File: src/rtl/wb_req_queue_pkg.sv
// Shared types for the wishbone request queue: the queued request record and the issue FSM states.
package wb_req_queue_pkg;

    localparam int WB_AW = 32;
    localparam int WB_DW = 32;

    typedef struct packed {
        logic [WB_AW-1:0] addr;
        logic [WB_DW-1:0] data;
        logic [3:0]       we;
        logic [2:0]       naccess;
    } wb_req_t;

    typedef enum logic [1:0] {
        IDLE  = 2'd0,
        ISSUE = 2'd1,
        GAP   = 2'd2
    } wb_state_e;

endpackage

File: src/rtl/wb_req_queue_if.sv
// Core-side request/response and wishbone_master-side handshake bundle of the request queue.
interface wb_req_queue_if #(
    parameter int AW = 32,
    parameter int DW = 32,
    parameter int CW = 3
);
    logic          req_valid_i;
    logic          req_ready_o;
    logic [AW-1:0] req_addr_i;
    logic [DW-1:0] req_data_i;
    logic [3:0]    req_we_i;
    logic [2:0]    req_naccess_i;
    logic          flush_i;
    logic          rsp_valid_o;
    logic [DW-1:0] rsp_data_o;
    logic          rsp_we_o;
    logic          mst_valid_o;
    logic [AW-1:0] mst_addr_o;
    logic [DW-1:0] mst_data_o;
    logic [3:0]    mst_we_o;
    logic [2:0]    mst_naccess_o;
    logic          mst_valid_i;
    logic [DW-1:0] mst_data_i;
    logic [CW-1:0] count_o;

    modport slave (
        input  req_valid_i, req_addr_i, req_data_i, req_we_i, req_naccess_i, flush_i,
               mst_valid_i, mst_data_i,
        output req_ready_o, rsp_valid_o, rsp_data_o, rsp_we_o,
               mst_valid_o, mst_addr_o, mst_data_o, mst_we_o, mst_naccess_o, count_o
    );

    modport master (
        output req_valid_i, req_addr_i, req_data_i, req_we_i, req_naccess_i, flush_i,
               mst_valid_i, mst_data_i,
        input  req_ready_o, rsp_valid_o, rsp_data_o, rsp_we_o,
               mst_valid_o, mst_addr_o, mst_data_o, mst_we_o, mst_naccess_o, count_o
    );
endinterface

File: src/rtl/wb_req_queue_sync_fifo.sv
// Power-of-two circular FIFO with flush; flush can optionally preserve the head entry (in-flight request).
module sync_fifo
    import wb_req_queue_pkg::*;
#(
    parameter int  DEPTH = 4,
    parameter type T     = wb_req_t
) (
    input  logic                   clk_i,
    input  logic                   rstn_i,
    input  logic                   i_push,
    input  T                       i_data,
    input  logic                   i_pop,
    input  logic                   i_flush,
    input  logic                   i_flush_keep_head,
    output T                       o_head,
    output logic                   o_full,
    output logic                   o_empty,
    output logic [$clog2(DEPTH):0] o_count
);
    localparam int PW = $clog2(DEPTH);
    localparam logic [PW-1:0] PTR_ONE  = PW'(1);
    localparam logic [PW:0]   CNT_ONE  = (PW+1)'(1);
    localparam logic [PW:0]   CNT_FULL = (PW+1)'(DEPTH);

    T              r_mem [DEPTH];
    logic [PW-1:0] r_wr_ptr;
    logic [PW-1:0] r_rd_ptr;
    logic [PW:0]   r_count;
    logic          w_push;
    logic          w_pop;
    logic [PW-1:0] w_rd_next;

    assign o_full    = (r_count == CNT_FULL);
    assign o_empty   = (r_count == '0);
    assign o_count   = r_count;
    assign o_head    = r_mem[r_rd_ptr];
    assign w_pop     = i_pop & ~o_empty;
    assign w_push    = i_push & ~o_full & ~i_flush;
    assign w_rd_next = w_pop ? r_rd_ptr + PTR_ONE : r_rd_ptr;

    always_ff @(posedge clk_i) begin
        if (w_push) begin
            r_mem[r_wr_ptr] <= i_data;
        end
    end

    always_ff @(posedge clk_i or negedge rstn_i) begin
        if (!rstn_i) begin
            r_wr_ptr <= '0;
            r_rd_ptr <= '0;
            r_count  <= '0;
        end else if (i_flush) begin
            // A head popped in the flush cycle is gone too, so nothing is kept.
            r_rd_ptr <= w_rd_next;
            if (i_flush_keep_head && !w_pop) begin
                r_wr_ptr <= r_rd_ptr + PTR_ONE;
                r_count  <= CNT_ONE;
            end else begin
                r_wr_ptr <= w_rd_next;
                r_count  <= '0;
            end
        end else begin
            r_rd_ptr <= w_rd_next;
            if (w_push) begin
                r_wr_ptr <= r_wr_ptr + PTR_ONE;
            end
            case ({w_push, w_pop})
                2'b10:   r_count <= r_count + CNT_ONE;
                2'b01:   r_count <= r_count - CNT_ONE;
                default: r_count <= r_count;
            endcase
        end
    end

endmodule

File: src/rtl/wb_req_queue.sv
// Request queue in front of wishbone_master: buffers core requests, issues them one at a time,
// and returns read data as a one-cycle response pulse.
//
// state | meaning
// IDLE  | waiting for a queued request; head is loaded onto mst_* when one exists
// ISSUE | mst_valid_o high, head held in the queue until the master reports done
// GAP   | one cycle with mst_valid_o low so the master can re-arm
module wb_req_queue
    import wb_req_queue_pkg::*;
#(
    parameter int DEPTH = 4,
    parameter int AW    = WB_AW,
    parameter int DW    = WB_DW
) (
    input  logic          clk_i,
    input  logic          rstn_i,
    wb_req_queue_if.slave bus
);
    localparam int CW = $clog2(DEPTH) + 1;

    typedef struct packed {
        logic [AW-1:0] addr;
        logic [DW-1:0] data;
        logic [3:0]    we;
        logic [2:0]    naccess;
    } req_t;

    wb_state_e     r_state;
    logic          r_mst_valid;
    logic [AW-1:0] r_mst_addr;
    logic [DW-1:0] r_mst_data;
    logic [3:0]    r_mst_we;
    logic [2:0]    r_mst_naccess;
    logic          r_rsp_valid;
    logic [DW-1:0] r_rsp_data;
    logic          r_rsp_we;

    req_t          w_in;
    req_t          w_head;
    logic          w_full;
    logic          w_empty;
    logic          w_push;
    logic          w_done;
    logic [CW-1:0] w_count;

    assign w_in = '{addr:    bus.req_addr_i,
                    data:    bus.req_data_i,
                    we:      bus.req_we_i,
                    naccess: bus.req_naccess_i};

    // Ready comes straight from the stored count: a pop in the same cycle does not free a slot yet.
    assign w_push = bus.req_valid_i & ~w_full;
    assign w_done = (r_state == ISSUE) & bus.mst_valid_i;

    sync_fifo #(
        .DEPTH (DEPTH),
        .T     (req_t)
    ) u_fifo (
        .clk_i             (clk_i),
        .rstn_i            (rstn_i),
        .i_push            (w_push),
        .i_data            (w_in),
        .i_pop             (w_done),
        .i_flush           (bus.flush_i),
        .i_flush_keep_head (r_state == ISSUE),
        .o_head            (w_head),
        .o_full            (w_full),
        .o_empty           (w_empty),
        .o_count           (w_count)
    );

    always_ff @(posedge clk_i or negedge rstn_i) begin
        if (!rstn_i) begin
            r_state       <= IDLE;
            r_mst_valid   <= 1'b0;
            r_mst_addr    <= '0;
            r_mst_data    <= '0;
            r_mst_we      <= '0;
            r_mst_naccess <= '0;
            r_rsp_valid   <= 1'b0;
            r_rsp_data    <= '0;
            r_rsp_we      <= 1'b0;
        end else begin
            r_rsp_valid <= 1'b0;
            case (r_state)
                IDLE: begin
                    // A flush in this cycle empties the queue, so do not start issuing its head.
                    if (!w_empty && !bus.flush_i) begin
                        r_state       <= ISSUE;
                        r_mst_valid   <= 1'b1;
                        r_mst_addr    <= w_head.addr;
                        r_mst_data    <= w_head.data;
                        r_mst_we      <= w_head.we;
                        r_mst_naccess <= w_head.naccess;
                    end
                end
                ISSUE: begin
                    if (bus.mst_valid_i) begin
                        r_state     <= GAP;
                        r_mst_valid <= 1'b0;
                        r_rsp_valid <= 1'b1;
                        r_rsp_we    <= |r_mst_we;
                        r_rsp_data  <= (r_mst_we == 4'b0000) ? bus.mst_data_i : '0;
                    end
                end
                GAP: begin
                    r_state <= IDLE;
                end
                default: begin
                    r_state     <= IDLE;
                    r_mst_valid <= 1'b0;
                end
            endcase
        end
    end

    assign bus.req_ready_o   = ~w_full;
    assign bus.count_o       = w_count;
    assign bus.mst_valid_o   = r_mst_valid;
    assign bus.mst_addr_o    = r_mst_addr;
    assign bus.mst_data_o    = r_mst_data;
    assign bus.mst_we_o      = r_mst_we;
    assign bus.mst_naccess_o = r_mst_naccess;
    assign bus.rsp_valid_o   = r_rsp_valid;
    assign bus.rsp_data_o    = r_rsp_data;
    assign bus.rsp_we_o      = r_rsp_we;

endmodule
File: src/flat_wrapper.sv
// flat-port wrapper written by rule: the top's interface ports become plain ports
module wb_req_queue_flat import wb_req_queue_pkg::*;
#(
    parameter int DEPTH = 4,
    parameter int AW    = WB_AW,
    parameter int DW    = WB_DW
)
  (clk_i, rstn_i, bus_req_valid_i, bus_req_addr_i, bus_req_data_i, bus_req_we_i, bus_req_naccess_i, bus_flush_i, bus_mst_valid_i, bus_mst_data_i, bus_req_ready_o, bus_rsp_valid_o, bus_rsp_data_o, bus_rsp_we_o, bus_mst_valid_o, bus_mst_addr_o, bus_mst_data_o, bus_mst_we_o, bus_mst_naccess_o, bus_count_o);
  wb_req_queue_if #(.AW(AW), .DW(DW)) bus_i ();
  input  logic clk_i;
  input  logic rstn_i;
  input wire logic [$bits(bus_i.req_valid_i)-1:0] bus_req_valid_i;
  input wire logic [$bits(bus_i.req_addr_i)-1:0] bus_req_addr_i;
  input wire logic [$bits(bus_i.req_data_i)-1:0] bus_req_data_i;
  input wire logic [$bits(bus_i.req_we_i)-1:0] bus_req_we_i;
  input wire logic [$bits(bus_i.req_naccess_i)-1:0] bus_req_naccess_i;
  input wire logic [$bits(bus_i.flush_i)-1:0] bus_flush_i;
  input wire logic [$bits(bus_i.mst_valid_i)-1:0] bus_mst_valid_i;
  input wire logic [$bits(bus_i.mst_data_i)-1:0] bus_mst_data_i;
  output wire logic [$bits(bus_i.req_ready_o)-1:0] bus_req_ready_o;
  output wire logic [$bits(bus_i.rsp_valid_o)-1:0] bus_rsp_valid_o;
  output wire logic [$bits(bus_i.rsp_data_o)-1:0] bus_rsp_data_o;
  output wire logic [$bits(bus_i.rsp_we_o)-1:0] bus_rsp_we_o;
  output wire logic [$bits(bus_i.mst_valid_o)-1:0] bus_mst_valid_o;
  output wire logic [$bits(bus_i.mst_addr_o)-1:0] bus_mst_addr_o;
  output wire logic [$bits(bus_i.mst_data_o)-1:0] bus_mst_data_o;
  output wire logic [$bits(bus_i.mst_we_o)-1:0] bus_mst_we_o;
  output wire logic [$bits(bus_i.mst_naccess_o)-1:0] bus_mst_naccess_o;
  output wire logic [$bits(bus_i.count_o)-1:0] bus_count_o;
  assign bus_i.req_valid_i = bus_req_valid_i;
  assign bus_i.req_addr_i = bus_req_addr_i;
  assign bus_i.req_data_i = bus_req_data_i;
  assign bus_i.req_we_i = bus_req_we_i;
  assign bus_i.req_naccess_i = bus_req_naccess_i;
  assign bus_i.flush_i = bus_flush_i;
  assign bus_i.mst_valid_i = bus_mst_valid_i;
  assign bus_i.mst_data_i = bus_mst_data_i;
  assign bus_req_ready_o = bus_i.req_ready_o;
  assign bus_rsp_valid_o = bus_i.rsp_valid_o;
  assign bus_rsp_data_o = bus_i.rsp_data_o;
  assign bus_rsp_we_o = bus_i.rsp_we_o;
  assign bus_mst_valid_o = bus_i.mst_valid_o;
  assign bus_mst_addr_o = bus_i.mst_addr_o;
  assign bus_mst_data_o = bus_i.mst_data_o;
  assign bus_mst_we_o = bus_i.mst_we_o;
  assign bus_mst_naccess_o = bus_i.mst_naccess_o;
  assign bus_count_o = bus_i.count_o;
  wb_req_queue #(.DEPTH(DEPTH), .AW(AW), .DW(DW)) u_core (.clk_i(clk_i), .rstn_i(rstn_i), .bus(bus_i));
endmodule
File: config.mk
export PLATFORM = sky130hd
export DESIGN_NAME = wb_req_queue_flat
export DESIGN_NICKNAME = d
export VERILOG_FILES = /design/src/rtl/wb_req_queue_pkg.sv /design/src/rtl/wb_req_queue_if.sv /design/src/rtl/wb_req_queue_sync_fifo.sv /design/src/rtl/wb_req_queue.sv /design/src/flat_wrapper.sv
export SDC_FILE = /design/constraint.sdc
export NUM_CORES = 1
export LEC_CHECK = 0
export CAP_MARGIN = 25
export CORE_MARGIN = 2
export CORE_UTILIZATION = 54
export DETAILED_ROUTE_END_ITERATION = 10
export PLACE_DENSITY_LB_ADDON = 0.1
export SYNTH_ARGS = -nofsm -noshare
export SYNTH_HDL_FRONTEND = slang
export SYNTH_HIERARCHICAL = 1
export SYNTH_SLANG_ARGS = --single-unit
File: constraint.sdc
create_clock -name clk_i -period 4.5 [get_ports clk_i]
set_clock_uncertainty 0.1 [all_clocks]
set_input_delay 0.9 -clock clk_i [delete_from_list [all_inputs] [get_ports clk_i]]
set_output_delay 0.9 -clock clk_i [all_outputs]
set_load 0.02 [all_outputs]
Yosys cells after proc, flatten, opt, wreduce, memory -nomap -nowiden:

Memories as Yosys holds them, arrays and structs flattened. A register that Yosys moved wholly into a read port is not among the register bits.
Cells that the tools add are included.

* bits in registers: 44
* memory bits (writable): 284
* bits of input ports: 108
* output and inout port bits: 110
* logic and storage cells: 63
* memories: 1

* add/sub/neg operators: 4
* equality and inequality tests: 7
* multiplexer cells: 18
* bitwise gates (word level): 9
* reductions and logical operators: 16

Memory list
* u_core.u_fifo.r_mem: words 4, width 71, read ports 1, clocked after memory_dff 1, write ports 1, RTL line wb_req_queue_sync_fifo.sv:25 `T r_mem [DEPTH];`

Operator list (number)
* $mux W32: 1
* $mux W2: 6
* $mux W1: 7
* $pmux W3 S2: 1
* $reduce_and A2 Y1: 3
* $and A1 B1 Y1: 5
* $add A2 B1 Y2 const B: 2
* $eq A2 B1 Y1 const B: 2
* $eq A2 B2 Y1 const B: 2
* $logic_not A1 Y1: 4
* $logic_not A4 Y1: 1
* $not A1 Y1: 4
* $pmux W2 S2: 1
* $reduce_or A4 Y1: 1
* $add A3 B1 Y3 const B: 1
* $eq A3 B3 Y1 const B: 1
* $logic_not A3 Y1: 1
* $mux W3: 1
* $pmux W1 S3: 1
* $reduce_and A3 Y1: 1
* $reduce_bool A3 Y1: 1
* $sub A3 B1 Y3 const B: 1
* $logic_and A1 B1 Y1: 2
* $logic_not A2 Y1: 1
* other kinds (3): 3

Logic depth before layout (Yosys ltp):

* depth in word-level cells: 8
* gate-level depth with buffers: 12
* mapped depth without buffers: 10

Hierarchy:

Netlist, hierarchy kept.

Modules (own cells, without submodules)
* sync_fifo: instances 1, cells an instance 429, area an instance 10759.1 sq um, sequential area each 8703.3 sq um
* wb_req_queue: instances 1, cells an instance 310, area an instance 4264.1 sq um, sequential area each 2702.6 sq um

Least setup slack after synthesis:

Ideal clock, no wire load.

* kind: in2reg
* start point: in bus_req_valid_i
* end point: mem u_core/u_fifo/r_mem[0][0] (netlist name), enable pin
* arrival time: 3.269 ns
* data required time: 3.963 ns
* slack: 0.694 ns
* cell stages on the path: 5
* path through: nor2b_1 > clkbuf_1 > inv_1 > nor3_1 > and2_1

* word-level cells in the longest chain between the ends: 5

Ends and longest elaborated chain
* from (decl): RTL line flat_wrapper.sv:12 `input wire logic [$bits(bus_i.req_valid_i)-1:0] bus_req_valid_i;`
* $and A1 B1 Y1: RTL line wb_req_queue.sv:52 `assign w_push = bus.req_valid_i & ~w_full;`
* $and A1 B1 Y1 (2 in series): RTL line wb_req_queue_sync_fifo.sv:38 `assign w_push = i_push & ~o_full & ~i_flush;`
* $mux W1: RTL line wb_req_queue_sync_fifo.sv:42 `if (w_push) begin`
* $mux W1 (implied by the code): RTL line wb_req_queue_sync_fifo.sv:43 `r_mem[r_wr_ptr] <= i_data;`
* to (decl): RTL line wb_req_queue_sync_fifo.sv:25

No other way between the ends.

Worst setup path after layout:

* start point: in bus_req_valid_i
* end point: mem u_core/u_fifo/r_mem[3][48] (netlist name), enable pin

* word-level cells in the longest chain between the ends: 5

Ends and longest elaborated chain
* $and A1 B1 Y1: RTL line wb_req_queue.sv:52
* via u_core.w_push: RTL line wb_req_queue.sv:42 `logic w_push;`
* $and A1 B1 Y1 (2 in series): RTL line wb_req_queue_sync_fifo.sv:38
* $mux W1: RTL line wb_req_queue_sync_fifo.sv:42
* $mux W1 (implied by the code): RTL line wb_req_queue_sync_fifo.sv:43

The timed path passes the listed nets, and every way through them passes these cells.

==> run metrics <==
YS warnings 6; Total Routed Length 29870 µm; Vias 7692; Unique masters post-synth 41; Antenna Nets Post-Route 0; Synth Instances 739; Min-Delay Path Class in2async; post-route setup slack 1.360 ns; CP max-delay cell and2_4; Setup violations, final 0; Skew-Pair Late Insertion Delay 0.52 ns; # IOs 218; register area share after synthesis 0.7592; mux share of post-synthesis cell area 0.1632; hold_buf cts 0; most frequent cells after synthesis edfxtp_1, dfrtp_1, mux4_2, mux2_2, nand2_1; R2R Path Start u_core/u_fifo/o_count[2]; Power, Total 12430 µW; mean area per synthesized cell 20.33 µm²; Hold Fails Final Rpt 0; GP Congestion 0.8157; Final period util 0.6978; Post-DP Area 17640 µm²; largest net degree at the start of global routing 74; dpl ws 0.8512 ns; vias per cell 5.570; Post-CTS Resized 0; synth top area cells edfxtp_1, dfrtp_1, mux4_2; asr flop ratio synth 0.2882; Post-route DRC 0; Nets 1087; setup TNS 0 ns; Critical Path Start Type input pin; Pre-antenna DRT Iters 5; Peak VDD IR 0.4060 mV; layout cell share with drive strength beyond 1 0.2203; width of the chip 170.8 µm; Rel. slew slack 0.4510; Final Cell Area 19000 µm²; chip height 170.8 µm; crit path from bus_req_valid_i; Tmin final 3.140 ns; Post-Synth XOR/XNOR Area 0.002915; Core Region 27550 µm²; vias in the first global route 7961; area fraction in compound gates after synthesis 0.02540; # Max-Cap Violations 0; Worst Tran Pin Value 0.8235 ns; initial antenna violation count 0; Post-Syn Area 15020 µm²; global-route wire length before repair 45290 µm; Starting DRT DRC Count 544; Top FF cell, synth edfxtp_1; Critical Path Sink Type flip-flop; Synth Net Count 852; power density cells 654.6 nW/µm²; Diodes inserted 0; Port-buffer cells 217; simple-gate share of the synthesized area 0.01891; clock root buffer clkbuf_16; main combinational cell family by area after synthesis multiplexers; Worst-path clk slew 0.06 ns; clk sinks 399; crit-path max FO 33; fmax 0.3184 GHz; Final HPWL DP 18710 µm; crit path cell chain clkdlybuf4s50_1 -> nor2b_1 -> inv_1 -> nor3_1 -> and2_4 -> buf_12; crit path DAT 3.24 ns; wire per inst 21.63 µm; top-count cell post-synth edfxtp_1; Site Rows 61; clock buffer depth 3; Remaining Overflow, GRT 0; top-area cell type share of the netlist area 0.5677; TritonCTS clock tree done; post-synthesis adder-cell area fraction 0.004664; # fillers 1758; Worst path max stage delay 0.55 ns; crit path kind in2reg; initial core utilization 0.5453; leakage 0.006635 µW; postcts setup bufs 0; Syn-to-layout area delta 26.44%; synthesis-stage register bit count 399; global-route usage over all layers 0.2062; EDFF count, synth 284; top cell type by total area after synthesis edfxtp_1; total CTS buffers 40; Max Slew Vio Count 0; CP required 4.60 ns; H-tree Lvls 2; status complete, no violations; RSZ-0062 raised after global routing no; Die ar. 29170 µm²
## report_power, final
part / internal [µW] / total, µW / switching (µW)
clock: 1980 / 3280 / 1290
sequential: 4730 / 5210 / 475
combinational: 2080 / 3950 / 1870
## cell families after synthesis
logic type      after synthesis
compound gates               45
mux                         147
simple gates                 58
buf+inv                      80
fa+ha+maj                     5
flops                       399
xor+xnor                      5
## final timing paths
kind                                              end  slack [ns]  cells past startpoint
max                        u_core/u_fifo/r_mem[3][48]        1.36                      6
min                         u_core/bus.mst_addr_o[17]        0.32                      1
max reg2reg                u_core/u_fifo/r_mem[3][48]        1.44                      7
min reg2reg                  u_core/bus.mst_addr_o[9]        0.39                      1
max in group asynchronous         u_core/bus.rsp_we_o        2.91                      2
min in group clk_i           u_core/bus.mst_addr_o[9]        0.39                      1
## stage by stage
step / utilization / instances / hold WS [ns]
floorplan: - / 739 / 0.4825
global placement: 0.6393 / 1307 / 0.3711
detailed placement: 0.6403 / 1308 / 0.3784
CTS: 0.6874 / 1379 / 0.3404
global route: 0.6894 / 1381 / 0.3650
finish: 0.6894 / 1381 / 0.3213
## registers in the layout, summed over array words and instances (netlist names)
signal / flops
u_core/u_fifo/r_wr_ptr: 2
u_core/bus.mst_we_o: 4
u_core/bus.mst_valid_o: 1
u_core/bus.rsp_data_o: 32
u_core/u_fifo/r_rd_ptr: 2
u_core/r_state: 2
u_core/u_fifo/r_mem: 284
u_core/bus.rsp_we_o: 1
u_core/bus.mst_addr_o: 32
u_core/u_fifo/o_count: 3
u_core/bus.mst_data_o: 32
u_core/bus.mst_naccess_o: 3
u_core/bus.rsp_valid_o: 1
## cell usage in the layout (no fill, tap or decap), types with 6 or more instances in the layout
| cell type | count |
|---|---|
| buf_4 | 11 |
| clkbuf_1 | 9 |
| clkbuf_16 | 41 |
| clkdlybuf4s50_1 | 216 |
| clkinv_1 | 8 |
| clkinv_2 | 6 |
| dfrtp_1 | 113 |
| edfxtp_1 | 284 |
| inv_1 | 37 |
| mux2_1 | 8 |
| mux2_2 | 66 |
| mux4_2 | 71 |
| nand2_1 | 38 |
| o32ai_1 | 32 |
## area by class of cell
class,count,area (µm²),area share
timing repair buffer,235,2427,0.1278
sequential,399,11410,0.6008
clock buffer,52,1087,0.05724
inverter,38,142.6,0.007509
multi-input combinational,260,3242,0.1707
tap,378,473.0,0.02490
clock inverter,19,210.2,0.01107
## worst max-delay path, delay by kind of cell
family	cells	cell delay [ns]
and+or+nand+nor	3	1.41
buffers and inverters	3	0.89
## routing by layer
layer,vias to the layer above,part of all wire,GRT usage
met2,293,0.48,0.3308
met3,47,0.071,0.04025
met1,3974,0.43,0.2932
li1,3378,-,-
met5,-,0,0
met4,0,0.022,0.05909
Note: power is estimated with default switching activity, not from simulation.
